<file path="config.mk">
export PLATFORM = sky130hd
export DESIGN_NAME = multi_data_sync
export DESIGN_NICKNAME = d
export VERILOG_FILES = /design/src/rtl/multi_data_sync.sv
export SDC_FILE = /design/constraint.sdc
export NUM_CORES = 1
export LEC_CHECK = 0
export ABC_AREA = 1
export CELL_PAD_IN_SITES_DETAIL_PLACEMENT = 1
export CELL_PAD_IN_SITES_GLOBAL_PLACEMENT = 1
export CORE_MARGIN = 10
export CORE_UTILIZATION = 33
export DETAILED_ROUTE_END_ITERATION = 8
export HOLD_SLACK_MARGIN = 0.12
export PLACE_DENSITY = 0.79
export SLEW_MARGIN = 20
export SYNTH_ARGS = -nofsm -noshare
export SYNTH_HDL_FRONTEND = slang
export SYNTH_SLANG_ARGS = --single-unit
</file>
<file path="constraint.sdc">
create_clock -name clk -period 1.3 [get_ports clk]
set_input_delay 0.195 -clock clk [delete_from_list [all_inputs] [get_ports clk]]
set_output_delay 0.195 -clock clk [all_outputs]
set_load 0.03 [all_outputs]
</file>
<file path="src/rtl/multi_data_sync.sv">
// Multi-channel enable-qualified bus synchroniser with a per-channel valid/ready hold register.
// Optional sticky overwrite flag is compiled in with `define MULTI_DATA_SYNC_OVERRUN_EN.
module multi_data_sync #(
    parameter int unsigned BUS_WIDTH   = 8,
    parameter int unsigned NUM_STAGES  = 2,
    parameter int unsigned NUM_CH      = 2,
    parameter int unsigned TOGGLE_MODE = 0
) (
    input  logic                          clk,
    input  logic                          rst,
    input  logic [NUM_CH*BUS_WIDTH-1:0]   unsync_bus,
    input  logic [NUM_CH-1:0]             bus_enable,
    input  logic [NUM_CH-1:0]             out_ready,
    output logic [NUM_CH*BUS_WIDTH-1:0]   sync_bus,
    output logic [NUM_CH-1:0]             sync_valid,
    output logic [NUM_CH-1:0]             enable_pulse
`ifdef MULTI_DATA_SYNC_OVERRUN_EN
    ,
    input  logic [NUM_CH-1:0]             overrun_clr,
    output logic [NUM_CH-1:0]             overrun
`endif
);

    localparam int unsigned LAST = NUM_STAGES - 1;

    for (genvar ch = 0; ch < NUM_CH; ch++) begin : g_ch
        logic [NUM_STAGES-1:0] sync_q;
        logic                  prev_q;
        logic                  event_c;
        logic [BUS_WIDTH-1:0]  data_q;
        logic                  valid_q;
        logic                  valid_d;
        logic                  pulse_q;

        // Enable synchroniser chain plus history flop for edge detection
        always_ff @(posedge clk or negedge rst) begin
            if (!rst) begin
                sync_q <= '0;
                prev_q <= 1'b0;
            end else begin
                sync_q <= {sync_q[NUM_STAGES-2:0], bus_enable[ch]};
                prev_q <= sync_q[LAST];
            end
        end

        if (TOGGLE_MODE == 0) begin : g_level
            assign event_c = sync_q[LAST] & ~prev_q;
        end else begin : g_toggle
            assign event_c = sync_q[LAST] ^ prev_q;
        end

        // A capture always wins over a same-edge accept
        always_comb begin
            valid_d = valid_q;
            if (event_c) begin
                valid_d = 1'b1;
            end else if (valid_q && out_ready[ch]) begin
                valid_d = 1'b0;
            end
        end

        always_ff @(posedge clk or negedge rst) begin
            if (!rst) begin
                data_q  <= '0;
                valid_q <= 1'b0;
                pulse_q <= 1'b0;
            end else begin
                if (event_c) begin
                    data_q <= unsync_bus[ch*BUS_WIDTH +: BUS_WIDTH];
                end
                valid_q <= valid_d;
                pulse_q <= event_c;
            end
        end

`ifdef MULTI_DATA_SYNC_OVERRUN_EN
        logic overrun_q;

        // Sticky flag: unconsumed data overwritten by a new capture
        always_ff @(posedge clk or negedge rst) begin
            if (!rst) begin
                overrun_q <= 1'b0;
            end else if (event_c && valid_q && !out_ready[ch]) begin
                overrun_q <= 1'b1;
            end else if (overrun_clr[ch]) begin
                overrun_q <= 1'b0;
            end
        end

        assign overrun[ch] = overrun_q;
`endif

        assign sync_bus[ch*BUS_WIDTH +: BUS_WIDTH] = data_q;
        assign sync_valid[ch]                      = valid_q;
        assign enable_pulse[ch]                    = pulse_q;
    end

endmodule
</file>
==> flow_metrics.env <==
export IMPL_post_drt_wl_per_cell_um=15.2
export IMPL_io_pins=42
export IMPL_regArea_um2=651
export IMPL_worstReg2RegEnd="g_ch[0].data_q[3]"
export IMPL_start_util_pct=34.9
export IMPL_die_x_um=74.5
export IMPL_drcViolationCount=0
export IMPL_clockBufferDepth=2
export IMPL_cts_tree="yes"
export IMPL_io_buffers=41
export IMPL_cp_end_kind="output port"
export IMPL_reg2regPathDepth=3
export IMPL_syn_inst=90
export IMPL_crit_type="flip-flop to output port"
export IMPL_cap_violations=0
export IMPL_path_buf_inv=1
export IMPL_grt_pass1_vias=754
export IMPL_vias_per_cell=4.50
export IMPL_synth_cell_types=10
export IMPL_die_area_um2=5540
export IMPL_hp_class="primary input to asynchronous set/reset pin"
export IMPL_fillCellCount=329
export IMPL_use_met2_pct=16.3
export IMPL_fin_crit_ps=1250
export IMPL_arrival_ps=1060
export IMPL_setup_violations_final=0
export IMPL_cts_root_buf="clkbuf_4"
export IMPL_grt_antenna_before_repair=0
export IMPL_r2r_setup_slack_ps=300
export IMPL_start_kind="flip-flop"
export IMPL_cp_top_family="flip-flops"
export IMPL_synth_seq_cells=26
export IMPL_drt_pre_antenna_iters=4
export IMPL_dieHeight_um=74.5
export IMPL_synth_nets=112
export IMPL_cts_buffers=3
export IMPL_rsz0062_at_grt="false"
export IMPL_grt_ovfl_total=0
export IMPL_timing_fmax_mhz=800
export IMPL_post_cts_buffers=0
export IMPL_path_cells="clkdlybuf4s15_1"
export IMPL_antenna_cells=0
export IMPL_timing_rr_start="g_ch[0].sync_q[1]"
export IMPL_slowest_delay_ps=400
export IMPL_grt_usage_pct=9.16
export IMPL_wl_um=2440
export IMPL_power_density_nw_per_um2=1390
export IMPL_fin_crit_sh_pct=96.2
export IMPL_area_delta_synth_final_pct=38.7
export IMPL_gp_congestion=0.756
export IMPL_status="finished, final reports clean"
export IMPL_clock_latency_ps=310
export IMPL_tightest_slew_ps=451
export IMPL_top_usage_layer="met2"
export IMPL_whs_ps=229
export IMPL_synth_warnings=0
export IMPL_leakagePower_nw=0.698
export IMPL_ir_drop_mv=0.878
export IMPL_post_dp_hpwl_um=1970
export IMPL_grt_max_degree=27
export IMPL_cts_sinks=26
export IMPL_met1_usage_pct=9.84
export IMPL_drive_above_1_share_pct=21.5
export IMPL_core_area_um2=2810
export IMPL_drtIter0Drc=17
export IMPL_crit_slowest_cell="dfrtp_1"
export IMPL_final_common_cell="nand2_1"
export IMPL_final_cell_mix="nand2_1 (31), dfrtp_1 (26), clkdlybuf4s50_1 (21)"
export IMPL_htreeDepth=1
export IMPL_grt_use_met3_pct=3.99
export IMPL_grt_first_pass_wirelength_um=3900
export IMPL_final_nets=153
export IMPL_slew_violations=0
export IMPL_postRouteAntennaNets=0
export IMPL_synthesis_area_um2=978
export IMPL_startpoint="g_ch[1].valid_q"
export IMPL_hold_viol_final=0
export IMPL_dr_total_vias=725
export IMPL_max_slew_margin_pct=70.0
export IMPL_fin_skew_ps=2.13
export IMPL_multiInputGateArea_um2=253
export IMPL_cp_required_ps=1110
export IMPL_clk_transition_reported_paths_ps=130
export IMPL_std_cell_rows=19
export IMPL_ys_seq_area_share_pct=66.5
export IMPL_crit_fanout=2
export IMPL_finalSetupTns_ps=0
export IMPL_synth_area_per_cell_um2=10.9
-- how the worst max path moves through the flow --
stage,endpoint,depth (start not counted)
after floorplan,g_ch[0].data_q[1],4
after global placement,sync_bus[12],1
after detailed placement,sync_bus[0],1
after CTS,sync_bus[3],1
after global routing,sync_valid[1],1
final,sync_valid[1],1
-- state kept, by name (all words and copies together) (netlist names) --
| signal | cells |
|---|---|
| g_ch.data_q | 16 |
| g_ch.prev_q | 2 |
| g_ch.pulse_q | 2 |
| g_ch.sync_q | 4 |
| g_ch.valid_q | 2 |
-- cell usage after synthesis (all sizes together) --
master | count | share of area [%]
buf | 6 | 5.4
dfrtp | 26 | 66
inv | 6 | 2.3
nand2 | 34 | 17
nand3 | 16 | 8.2
o21ai | 2 | 1.0
-- per-stage QoR --
step	total power, W	setup WS [ps]	std cells	instance area [µm²]	util [%]
6_report	0.00189	49.5	161	1360	48.4
5_1_grt	0.00200	6.17	161	1360	48.4
4_1_cts	0.00195	3.55	161	1430	51.0
3_5_place_dp	0.00145	61.1	157	1380	49.3
3_3_place_gp	0.00143	90.1	157	1380	49.3
2_1_floorplan	0.00120	504	90	978	-
-- cell families after synthesis --
group	count (synthesis)	share of synthesized area (%)
AND/OR/NAND/NOR	50	24.8
flip-flops	26	66.5
buffers and inverters	12	7.67
AO/OA/AOI/OAI	2	1.02
-- cell type report --
cell class	count	area share, %
flip-flops and latches	26	47.9
clock buffers	3	1.66
inverters	6	1.66
repair buffers	42	25.1
clock inverters	1	2.21
well taps	31	2.86
multi-input cells	52	18.6
-- what timing repair did --
action | 4_1_cts | 5_1_grt
hold endpoints to repair | 0 | 0
setup endpoints to repair | 20 | 18
gates resized for setup | 37 | 21
gates cloned | 0 | 0
hold buffers | 0 | 0
pin swaps | 0 | 0
-- routing by layer --
layer	vias up	wire, µm
li1	359	-
met1	349	928
met2	15	1360
met3	2	142
met4	0	15
met5	-	0
-- power breakdown --
group	switching (W)	internal [W]	total, W	leakage (nW)
registers	0.0000541	0.000889	0.000943	0.316
logic	0.000263	0.000148	0.000411	0.354
clock network	0.000225	0.000312	0.000536	0.0279
Note: power is estimated with default switching activity, not from simulation.
